[config.mk]
export PLATFORM = sky130hd
export DESIGN_NAME = parallel_peak_detector_flat
export DESIGN_NICKNAME = d
export VERILOG_FILES = /design/src/rtl/fir_meas_pkg.sv /design/src/rtl/parallel_peak_detector_if.sv /design/src/rtl/lane_max.sv /design/src/rtl/parallel_peak_detector.sv /design/src/flat_wrapper.sv
export SDC_FILE = /design/constraint.sdc
export NUM_CORES = 1
export LEC_CHECK = 0
export ABC_AREA = 1
export ABC_CLOCK_PERIOD_IN_PS = 2700
export CAP_MARGIN = 15
export CORE_ASPECT_RATIO = 2
export CORE_MARGIN = 8
export CORE_UTILIZATION = 41
export DETAILED_ROUTE_END_ITERATION = 8
export PLACE_DENSITY = 0.62
export SLEW_MARGIN = 20
export SYNTH_ARGS = -nofsm -noshare
export SYNTH_HDL_FRONTEND = slang
export SYNTH_SLANG_ARGS = --single-unit
[constraint.sdc]
create_clock -name clk -period 2.7 [get_ports clk]
set_clock_uncertainty 0.05 [all_clocks]
set_input_delay 0.54 -clock clk [delete_from_list [all_inputs] [get_ports clk]]
set_output_delay 0.54 -clock clk [all_outputs]
set_load 0.005 [all_outputs]
[src/rtl/fir_meas_pkg.sv]
// Shared constants and types for the FIR measurement sink blocks.
package fir_meas_pkg;

    localparam int DATA_W_DEF = 40;
    localparam int LANES_DEF  = 2;
    localparam int CNT_W_DEF  = 16;

    // Width of a lane index; a single lane still gets one bit.
    function automatic int lane_width(input int lanes);
        return (lanes > 32'sd1) ? $clog2(lanes) : 32'sd1;
    endfunction

    localparam int LANE_W_DEF = lane_width(LANES_DEF);

    typedef enum logic [1:0] {
        IDLE    = 2'd0,
        SETTLE  = 2'd1,
        MEASURE = 2'd2,
        DONE    = 2'd3
    } state_t;

endpackage

[src/rtl/parallel_peak_detector_if.sv]
// Sample stream in, measurement result out, for the parallel peak detector.
interface parallel_peak_detector_if
    import fir_meas_pkg::*;
#(
    parameter int DATA_W = DATA_W_DEF,
    parameter int LANES  = LANES_DEF,
    parameter int CNT_W  = CNT_W_DEF,
    parameter int LANE_W = lane_width(LANES)
);
    logic                           start;
    logic [LANES-1:0][DATA_W-1:0]   samp;
    logic                           samp_valid;
    logic                           busy;
    logic                           done;
    logic signed [DATA_W-1:0]       peak;
    logic [LANE_W-1:0]              peak_lane;
    logic [CNT_W-1:0]               peak_index;

    modport master (
        output start, samp, samp_valid,
        input  busy, done, peak, peak_lane, peak_index
    );

    modport slave (
        input  start, samp, samp_valid,
        output busy, done, peak, peak_lane, peak_index
    );
endinterface

[src/rtl/lane_max.sv]
// Combinational reduction of one lane set to its signed maximum and lane.
module lane_max #(
    parameter int DATA_W = 40,
    parameter int LANES  = 2,
    parameter int LANE_W = 1
) (
    input  logic [LANES-1:0][DATA_W-1:0] samp,
    output logic signed [DATA_W-1:0]     max_val,
    output logic [LANE_W-1:0]            max_lane
);

    // Strictly-greater scan from lane 0 upward so ties keep the lower lane.
    always_comb begin
        max_val  = $signed(samp[0]);
        max_lane = {LANE_W{1'b0}};
        for (int i = 1; i < LANES; i++) begin
            if ($signed(samp[i]) > max_val) begin
                max_val  = $signed(samp[i]);
                max_lane = LANE_W'(i);
            end else begin
                max_val  = max_val;
                max_lane = max_lane;
            end
        end
    end

endmodule

[src/rtl/parallel_peak_detector.sv]
// Settles, then scans a fixed window of valid lane sets for the signed peak
// and publishes peak value, lane and window index with a one-cycle done.
module parallel_peak_detector
    import fir_meas_pkg::*;
#(
    parameter int DATA_W        = DATA_W_DEF,
    parameter int LANES         = LANES_DEF,
    parameter int SETTLE_CYCLES = 340,
    parameter int WINDOW_CYCLES = 2000,
    parameter int CNT_W         = CNT_W_DEF
) (
    input  logic                     clk,
    input  logic                     rst_n,
    parallel_peak_detector_if.slave  bus
);

    localparam int LANE_W = lane_width(LANES);
    localparam logic [CNT_W-1:0] SET_LAST =
        CNT_W'((SETTLE_CYCLES > 0) ? SETTLE_CYCLES - 1 : 0);
    localparam logic [CNT_W-1:0] WIN_LAST = CNT_W'(WINDOW_CYCLES - 1);
    localparam state_t START_STATE = (SETTLE_CYCLES == 0) ? MEASURE : SETTLE;

    state_t                   state_r, state_next_s;
    logic [CNT_W-1:0]         cnt_r, cnt_next_s;
    logic signed [DATA_W-1:0] max_r, max_next_s;
    logic [LANE_W-1:0]        lane_r, lane_next_s;
    logic [CNT_W-1:0]         idx_r, idx_next_s;
    logic                     publish_s;

    logic                     busy_r, done_r;
    logic signed [DATA_W-1:0] peak_r;
    logic [LANE_W-1:0]        peak_lane_r;
    logic [CNT_W-1:0]         peak_index_r;

    logic signed [DATA_W-1:0] lm_val_s;
    logic [LANE_W-1:0]        lm_lane_s;

    lane_max #(
        .DATA_W (DATA_W),
        .LANES  (LANES),
        .LANE_W (LANE_W)
    ) u_lane_max (
        .samp     (bus.samp),
        .max_val  (lm_val_s),
        .max_lane (lm_lane_s)
    );

    // Next-state, counter and running-max update; publish on the last window sample.
    always_comb begin
        state_next_s = state_r;
        cnt_next_s   = cnt_r;
        max_next_s   = max_r;
        lane_next_s  = lane_r;
        idx_next_s   = idx_r;
        publish_s    = 1'b0;
        case (state_r)
            IDLE, DONE: begin
                if (bus.start) begin
                    state_next_s = START_STATE;
                    cnt_next_s   = {CNT_W{1'b0}};
                end else begin
                    state_next_s = IDLE;
                end
            end
            SETTLE: begin
                if (bus.samp_valid) begin
                    if (cnt_r == SET_LAST) begin
                        state_next_s = MEASURE;
                        cnt_next_s   = {CNT_W{1'b0}};
                    end else begin
                        cnt_next_s = cnt_r + CNT_W'(1);
                    end
                end else begin
                    cnt_next_s = cnt_r;
                end
            end
            MEASURE: begin
                if (bus.samp_valid) begin
                    // The first window cycle seeds the max; later ones need strictly greater.
                    if ((cnt_r == {CNT_W{1'b0}}) || (lm_val_s > max_r)) begin
                        max_next_s  = lm_val_s;
                        lane_next_s = lm_lane_s;
                        idx_next_s  = cnt_r;
                    end else begin
                        max_next_s = max_r;
                    end
                    if (cnt_r == WIN_LAST) begin
                        state_next_s = DONE;
                        cnt_next_s   = {CNT_W{1'b0}};
                        publish_s    = 1'b1;
                    end else begin
                        cnt_next_s = cnt_r + CNT_W'(1);
                    end
                end else begin
                    cnt_next_s = cnt_r;
                end
            end
            default: begin
                state_next_s = IDLE;
                cnt_next_s   = {CNT_W{1'b0}};
            end
        endcase
    end

    // State, counter and running-max registers.
    always_ff @(posedge clk or negedge rst_n) begin
        if (!rst_n) begin
            state_r <= IDLE;
            cnt_r   <= {CNT_W{1'b0}};
            max_r   <= {DATA_W{1'b0}};
            lane_r  <= {LANE_W{1'b0}};
            idx_r   <= {CNT_W{1'b0}};
        end else begin
            state_r <= state_next_s;
            cnt_r   <= cnt_next_s;
            max_r   <= max_next_s;
            lane_r  <= lane_next_s;
            idx_r   <= idx_next_s;
        end
    end

    // Registered outputs; the result only moves on the publishing edge.
    always_ff @(posedge clk or negedge rst_n) begin
        if (!rst_n) begin
            busy_r       <= 1'b0;
            done_r       <= 1'b0;
            peak_r       <= {DATA_W{1'b0}};
            peak_lane_r  <= {LANE_W{1'b0}};
            peak_index_r <= {CNT_W{1'b0}};
        end else begin
            busy_r <= (state_next_s == SETTLE) || (state_next_s == MEASURE);
            done_r <= publish_s;
            if (publish_s) begin
                peak_r       <= max_next_s;
                peak_lane_r  <= lane_next_s;
                peak_index_r <= idx_next_s;
            end
        end
    end

    assign bus.busy       = busy_r;
    assign bus.done       = done_r;
    assign bus.peak       = peak_r;
    assign bus.peak_lane  = peak_lane_r;
    assign bus.peak_index = peak_index_r;

endmodule

[src/flat_wrapper.sv]
// flat-port wrapper written by rule: the top's interface ports become plain ports
module parallel_peak_detector_flat import fir_meas_pkg::*;
#(
    parameter int DATA_W        = DATA_W_DEF,
    parameter int LANES         = LANES_DEF,
    parameter int SETTLE_CYCLES = 340,
    parameter int WINDOW_CYCLES = 2000,
    parameter int CNT_W         = CNT_W_DEF
)
  (clk, rst_n, bus_start, bus_samp, bus_samp_valid, bus_busy, bus_done, bus_peak, bus_peak_lane, bus_peak_index);
  parallel_peak_detector_if #(.DATA_W(DATA_W), .LANES(LANES), .CNT_W(CNT_W)) bus_i ();
  input  logic clk;
  input  logic rst_n;
  input wire logic [$bits(bus_i.start)-1:0] bus_start;
  input wire logic [$bits(bus_i.samp)-1:0] bus_samp;
  input wire logic [$bits(bus_i.samp_valid)-1:0] bus_samp_valid;
  output wire logic [$bits(bus_i.busy)-1:0] bus_busy;
  output wire logic [$bits(bus_i.done)-1:0] bus_done;
  output wire logic [$bits(bus_i.peak)-1:0] bus_peak;
  output wire logic [$bits(bus_i.peak_lane)-1:0] bus_peak_lane;
  output wire logic [$bits(bus_i.peak_index)-1:0] bus_peak_index;
  assign bus_i.start = bus_start;
  assign bus_i.samp = bus_samp;
  assign bus_i.samp_valid = bus_samp_valid;
  assign bus_busy = bus_i.busy;
  assign bus_done = bus_i.done;
  assign bus_peak = bus_i.peak;
  assign bus_peak_lane = bus_i.peak_lane;
  assign bus_peak_index = bus_i.peak_index;
  parallel_peak_detector #(.DATA_W(DATA_W), .LANES(LANES), .SETTLE_CYCLES(SETTLE_CYCLES), .WINDOW_CYCLES(WINDOW_CYCLES), .CNT_W(CNT_W)) u_core (.clk(clk), .rst_n(rst_n), .bus(bus_i));
endmodule
==> results.md, run 1 <==
* Status: finished with violations
* Failing checks: setup timing
* Dpl ws at -2495 ps
* Layout cells sized above 1 at 0.3453
* Global router's overall resource usage at 0.2198
* Final GP Congestion at 0.8634
* Top area cells in the synthesized netlist: dfrtp_1 (37%), nand2_1 (16%), ha_1 (12%)
* Sw frac at 0.3297
* Worst ir drop on vdd at 0.3932 mV
* Metal2 WL at 15,820 um
* CTS Sinks at 134
* Crit-path most repeated cell: buf_4
* Area leader, netlist: dfrtp_1
* Clock Pin Slew Worst Setup and Hold Paths at 60 ps
* Max Cap Viol at 0
* Chip height at 225.8 um
* PwrDens at 507.3 nW/um2
* Sequential share of power at 0.288
* Family with the most delay on the worst path: buffers and inverters
* WL/cell at 16.81 um
* Top cell type's share of synthesized area at 0.3716
* Fin. Hold Viols at 0
* Max-slew headroom at 0.5767
* First-pass GRT wire length at 48,090 um
* Diodes inserted at 0
* Final HPWL DP at 18,860 um
* Hold bufs inserted after CTS at 0
* Critical Path Sink Type: flop
* WS Path Type: input pin to flop
* Largest net degree at the start of global routing at 55
* Hold Worst Slack at 14.22 ps
* Most common flop cell mapped by yosys: dfrtp_1
* Max-slew violation count at 0
* CP arrival at 4570 ps
* CP max-delay cell: dlygate4sd2_1
* Core area at 21,870 um2
* DR pass1 iterations at 5
* Die width at 120.9 um
* Via density at 5.102
* Non-Filler Instances at 1,866
* Fmax at 235.2 MHz
* DP Cell Count at 1,759
* Ports at 143
* Gate Count Post-Synth at 1,265
* Net Switching at 2450 uW
* PortBufs at 142
* Largest stage delay, worst path at 250 ps
* Iter 0 DRT Violations at 629
* Post-synth EDFFs at 0
* Final WS setup at -1552 ps
* ANT nets after route at 0
* Leakage at 0.007793 uW
* Commonest non-fill, non-tap cell in the layout: nand2_1
* Syn. warnings at 0
* Final worst path period share at 1.575
* Total CTS buffers at 17
* Cell variety after synth at 32
* Number of global-route vias before repair at 9,719
* Worst-Skew Late Latency at 430 ps
* RSZ-0062 raised after global routing: true
* Met3 WL at 1794 um
* Uppermost routed layer: met4
* Commonest non-fill, non-tap cells in the layout: nand2_1 (270), inv_1 (182), buf_4 (166)
* Area Growth Syn to Fin at 62.31%
* Metal-1 WL at 12,780 um
* Transition time of the tightest slew-check pin at 635.0 ps
* Mean Syn Cell Area at 7.133 um2
* Clk root buf: clkbuf_16
* #FFs+latches synth at 134
* Int Power at 4981 uW
* Crit Path Max Fanout at 5
* Overall power at 7431 uW
* Final setup fails at 114
* CTS H-Tree Depth at 4
* Seq/Total Area, Yosys at 0.3716
* Clk pwr share at 0.338
* Net count after synthesis at 1,433
* Die Area at 27,300 um2
* Final nets at 1,745
* Shortest period the worst path allows at 4252 ps
* Mapped Area at 9024 um2
* Initial antenna violation count at 0
* Initial Util at 0.4126
* Routed vias at 9,521
* Global route total overflow at 0
* Row cnt at 77
* Worst path bufs/invs at 19
* DRC violations left at 0
* Worst EP required at 3010 ps
* Comb power frac at 0.374
* Post-Route WL at 31,370 um
* Clk buf depth at 2
* Startpoint Class: input pin
* FFs w/ async S/R, synth at 1.000
* CTS tree: yes
* Hold Path Class: input pin to asynchronous set/reset pin
worst paths after layout:
path	start	slack (ps)	endpoint	depth (start not counted)
worst min register to register	u_core.bus.peak_index[2]$_DFFE_PN0P_	430	u_core.bus.peak_index[2]$_DFFE_PN0P_	2
worst max-delay path	bus_samp[1]	-1550	u_core.bus.peak[34]$_DFFE_PN0P_	35
min in group clk	u_core.bus.peak_index[2]$_DFFE_PN0P_	430	u_core.bus.peak_index[2]$_DFFE_PN0P_	2
worst min-delay path	rst_n	10	u_core.bus.peak[22]$_DFFE_PN0P_	1
max in group asynchronous	rst_n	1810	u_core.bus.peak[17]$_DFFE_PN0P_	2
worst max register to register	u_core.max_r[19]$_DFF_PN0_	130	u_core.max_r[34]$_DFF_PN0_	18
cells in the mapped netlist, types with 2 or more instances:
library cell	number
and2_1	57
nor2_1	48
a21o_1	3
nand3_1	130
a21boi_0	2
nand2_1	388
clkbuf_1	22
nand4_1	48
inv_1	239
buf_2	12
dfrtp_1	134
o22ai_1	7
xor2_1	4
buf_4	8
ha_1	84
buf_6	4
nor3_1	4
a21oi_1	31
o21ai_0	20
nor4_1	7
nand3b_1	2
power by group through the flow:
stage,Clock (uW),Sequential [uW],Combinational [uW]
global route,2620,2150,3000
global placement,0,2170,1790
detailed placement,0,2170,1830
finish,2510,2140,2780
CTS,2540,2140,2440
floorplan,0,2170,1100
logic make-up (layout without fill, tap and decap cells):
| kind of cell | after synthesis | count (layout) | share of synthesized area |
|---|---|---|---|
| simple gates | 688 | 688 | 0.3385 |
| compound gates | 67 | 67 | 0.04090 |
| xor+xnor | 5 | 5 | 0.004853 |
| flops | 134 | 134 | 0.3716 |
| fa+ha+maj | 84 | 84 | 0.1165 |
| buf+inv | 287 | 612 | 0.1277 |
worst reg2reg max path: cells and delay by family, from the launching register on:
kind	cells	cell delay, ps
AOI/OAI and AO/OA	2	300
adders and majority gates	1	220
buffers and inverters	4	600
DFF	1	360
and+or+nand+nor	11	920
routing by layer:
| metal | vias to the layer above | track usage |
|---|---|---|
| met5 | - | 0 |
| met3 | 64 | 0.04306 |
| met4 | 0 | 0.08232 |
| met2 | 331 | 0.3826 |
| li1 | 4586 | - |
| met1 | 4540 | 0.2590 |
flip-flops by register name, summed over array words and instances (netlist names):
| name | cells |
|---|---|
| u_core.bus.peak_lane | 1 |
| u_core.bus.peak_index | 16 |
| u_core.bus.busy | 1 |
| u_core.lane_r | 1 |
| u_core.idx_r | 16 |
| u_core.cnt_r | 16 |
| u_core.max_r | 40 |
| u_core.bus.peak | 40 |
| u_core.state_r | 2 |
| u_core.bus.done | 1 |
metrics by stage:
step	TNS [ps]	util	area, um2
5_1_grt	-188310	0.6697	14650
6_report	-165290	0.6697	14650
2_1_floorplan	-113470	-	9321
3_3_place_gp	-262410	0.5420	11850
4_1_cts	-185340	0.6309	13800
3_5_place_dp	-279530	0.5420	11850
cell type report:
cell class	count	area [um2]
Multi-Input combinational cell	844	6013
Fill cell	1678	7223
Inverter	240	925.9
Sequential cell	134	3353
Clock buffer	18	429.2
Tap cell	276	345.3
Clock inverter	14	200.2
Timing Repair Buffer	340	3379
timing repair:
item                       4_1_cts  5_1_grt
pin swaps                       51      101
setup endpoints to repair      114      114
setup buffers                   47       21
gates cloned                     8        4
resized for setup              181      277
Note: power is estimated with default switching activity, not from simulation.
==> run 2: changes to the inputs <==
Settings changed: PLACE_DENSITY 0.62 to not set, PLACE_DENSITY_LB_ADDON set to 0.08.
==> results.md, run 2 (synthesized netlist as in run 1, its figures left out) <==
* Ports at 143 (unchanged)
* Post-Route WL at 29,860 um (was 31,370 um)
* CP arrival at 4330 ps (was 4570 ps)
* FF-to-FF End: u_core.max_r[38]$_DFF_PN0_ (was u_core.max_r[34]$_DFF_PN0_)
* Shortest period the worst path allows at 4055 ps (was 4252 ps)
* ANT nets after route at 0 (unchanged)
* Status: finished with violations (unchanged)
* Area Growth Syn to Fin at 60.15% (was 62.31%)
* Number of cells on the worst reg-to-reg path at 18 (unchanged)
* Critical Path Sink Type: flop (unchanged)
* Final WS setup at -1355 ps (was -1552 ps)
* Worst path bufs/invs at 7 (was 19)
* First-pass GRT wire length at 44,420 um (was 48,090 um)
* Commonest non-fill, non-tap cell in the layout: nand2_1 (unchanged)
* Crit-path most repeated cell: nand2_2 (was buf_4)
* Number of global-route vias before repair at 9,071 (was 9,719)
* Max Cap Viol at 0 (unchanged)
* Placed instance area at 11,740 um2 (was 11,850 um2)
* PortBufs at 142 (unchanged)
* Total CTS buffers at 17 (unchanged)
* PwrDens at 517.7 nW/um2 (was 507.3 nW/um2)
* Final GP Congestion at 0.8825 (was 0.8634)
* Family with the most delay on the worst path: simple AND/OR/NAND/NOR gates (was buffers and inverters)
* Startpoint Class: input pin (unchanged)
* DR pass1 iterations at 5 (unchanged)
* Die width at 120.9 um (unchanged)
* RSZ-0062 raised after global routing: true (unchanged)
* Diodes inserted at 0 (unchanged)
* Transition time of the tightest slew-check pin at 671.0 ps (was 635.0 ps)
* Crit Path Max Fanout at 6 (was 5)
* Overall power at 7481 uW (was 7431 uW)
* Die Area at 27,300 um2 (unchanged)
* CTS H-Tree Depth at 4 (unchanged)
* Max-slew headroom at 0.5527 (was 0.5767)
* Fin. Hold Viols at 0 (unchanged)
* Core area at 21,870 um2 (unchanged)
* Final setup fails at 114 (unchanged)
* Worst ir drop on vdd at 0.4359 mV (was 0.3932 mV)
* Routed vias at 9,100 (was 9,521)
* Final nets at 1,700 (was 1,745)
* CP max-delay cell: ha_4 (was dlygate4sd2_1)
* Worst EP required at 2980 ps (was 3010 ps)
* DRC violations left at 0 (unchanged)
* Worst r2r src: u_core.max_r[19]$_DFF_PN0_ (unchanged)
* Dpl ws at -2483 ps (was -2495 ps)
* Final worst path period share at 1.502 (was 1.575)
* Final HPWL DP at 19,460 um (was 18,860 um)
* Commonest non-fill, non-tap cells in the layout: nand2_1 (291), inv_1 (181), dfrtp_1 (134) (was nand2_1 (270), inv_1 (182), buf_4 (166))
* Global router's overall resource usage at 0.2044 (was 0.2198)
* Max-slew violation count at 0 (unchanged)
* Failing checks: setup timing (unchanged)
* Largest net degree at the start of global routing at 62 (was 55)
* Largest stage delay, worst path at 260 ps (was 250 ps)
* Clk buf depth at 2 (unchanged)
* Fmax at 246.6 MHz (was 235.2 MHz)
* CTS tree: yes (unchanged)
* Hold Path Class: input pin to asynchronous set/reset pin (unchanged)
* Global route total overflow at 0 (unchanged)
* Leakage at 0.007705 uW (was 0.007793 uW)
* Clk root buf: clkbuf_16 (unchanged)
* CTS Sinks at 134 (unchanged)
* Clock Pin Slew Worst Setup and Hold Paths at 60 ps (about the same)
* Layout cells sized above 1 at 0.3223 (was 0.3453)
* DP Cell Count at 1,746 (was 1,759)
* Design area at 14,450 um2 (was 14,650 um2)
* Initial Util at 0.4126 (unchanged)
* Non-Filler Instances at 1,821 (was 1,866)
* Initial antenna violation count at 0 (unchanged)
* Via density at 4.997 (was 5.102)
* Iter 0 DRT Violations at 382 (was 629)
* Worst-Skew Late Latency at 440 ps (was 430 ps)
* Chip height at 225.8 um (unchanged)
* WS Path Type: input pin to flop (unchanged)
* WL/cell at 16.40 um (was 16.81 um)
* R2R setup slack at 130 ps (about the same)
* Row cnt at 77 (unchanged)
[run 2: cell types whose count changed in the layout (fill, tap and decap cells not counted), moves of 7 or more]
| cell | delta |
|---|---|
| buf_4 | -50 |
| nand2_1 | +21 |
| and2_4 | +15 |
| nand2_2 | -23 |
| and2_1 | -15 |
| dlymetal6s2s_1 | +10 |
| nand3_1 | -7 |
[run 2: worst reg2reg max path: stages, from the launching register on]
cell       delay [ps]
dfrtp_1           350
inv_1             120
ha_4              220
buf_4             140
a21oi_2           140
nand2_1            80
a21oi_2           170
nand2_2           100
nand2_2            80
nand2_1            50
nand2_1            50
nand2_1            60
nand2_2           120
nand2_8           100
nand2_8           100
buf_6             130
clkbuf_16         170
nand2_2            70
and2_4            150
[run 2: layout make-up]
type	count	area, um2
clock buffers	22	474.2
flip-flops and latches	134	3353
clock inverters	10	191.4
fillers	1778	7418
multi-input cells	844	6023
well taps	276	345.3
inverters	240	925.9
repair buffers	295	3138
[run 2: repair_timing]
action | CTS | global route
hold buffers | 0 | 0
buffers inserted | 11 | 24
gates resized for setup | 47 | 386
setup endpoints to repair | 114 | 114
pin swaps | 22 | 140
cloned | 3 | 8
[run 2: worst max-delay path by stage]
stage / from / end / slack [ps] / depth (start not counted)
2_1_floorplan: bus_samp[39] / u_core.max_r[10]$_DFF_PN0_ / -1020 / 31
3_3_place_gp: bus_samp[23] / u_core.max_r[33]$_DFF_PN0_ / -2380 / 29
3_5_place_dp: bus_samp[21] / u_core.max_r[32]$_DFF_PN0_ / -2480 / 29
4_1_cts: bus_samp[27] / u_core.max_r[8]$_DFF_PN0_ / -1700 / 37
5_1_grt: bus_samp[51] / u_core.max_r[38]$_DFF_PN0_ / -1580 / 34
6_report: bus_samp[51] / u_core.max_r[38]$_DFF_PN0_ / -1350 / 34
[run 2: per-stage QoR]
stage / hold slack, ps / setup TNS, ps / util
after floorplan: 194.4 / -113470 / -
after global placement: 412.0 / -263250 / 0.5370
after detailed placement: 414.9 / -273690 / 0.5370
after CTS: 62.87 / -187740 / 0.5843
after global routing: 103.6 / -170900 / 0.6608
final: 68.27 / -144060 / 0.6608
[run 2: where the power goes]
group | switching [uW] | internal [uW] | leakage [uW]
clock network | 925 | 1720 | 0.000318
registers | 32.8 | 2100 | 0.00159
logic | 1440 | 1260 | 0.00580
total | 2400 | 5080 | 0.00770
[run 2: metal layers]
layer	global-route usage	part of all wire	routed length, um
met1	0.2514	0.43	12700
met2	0.3369	0.50	14890
met3	0.04056	0.044	1317
met4	0.09043	0.032	955
met5	0	0	0
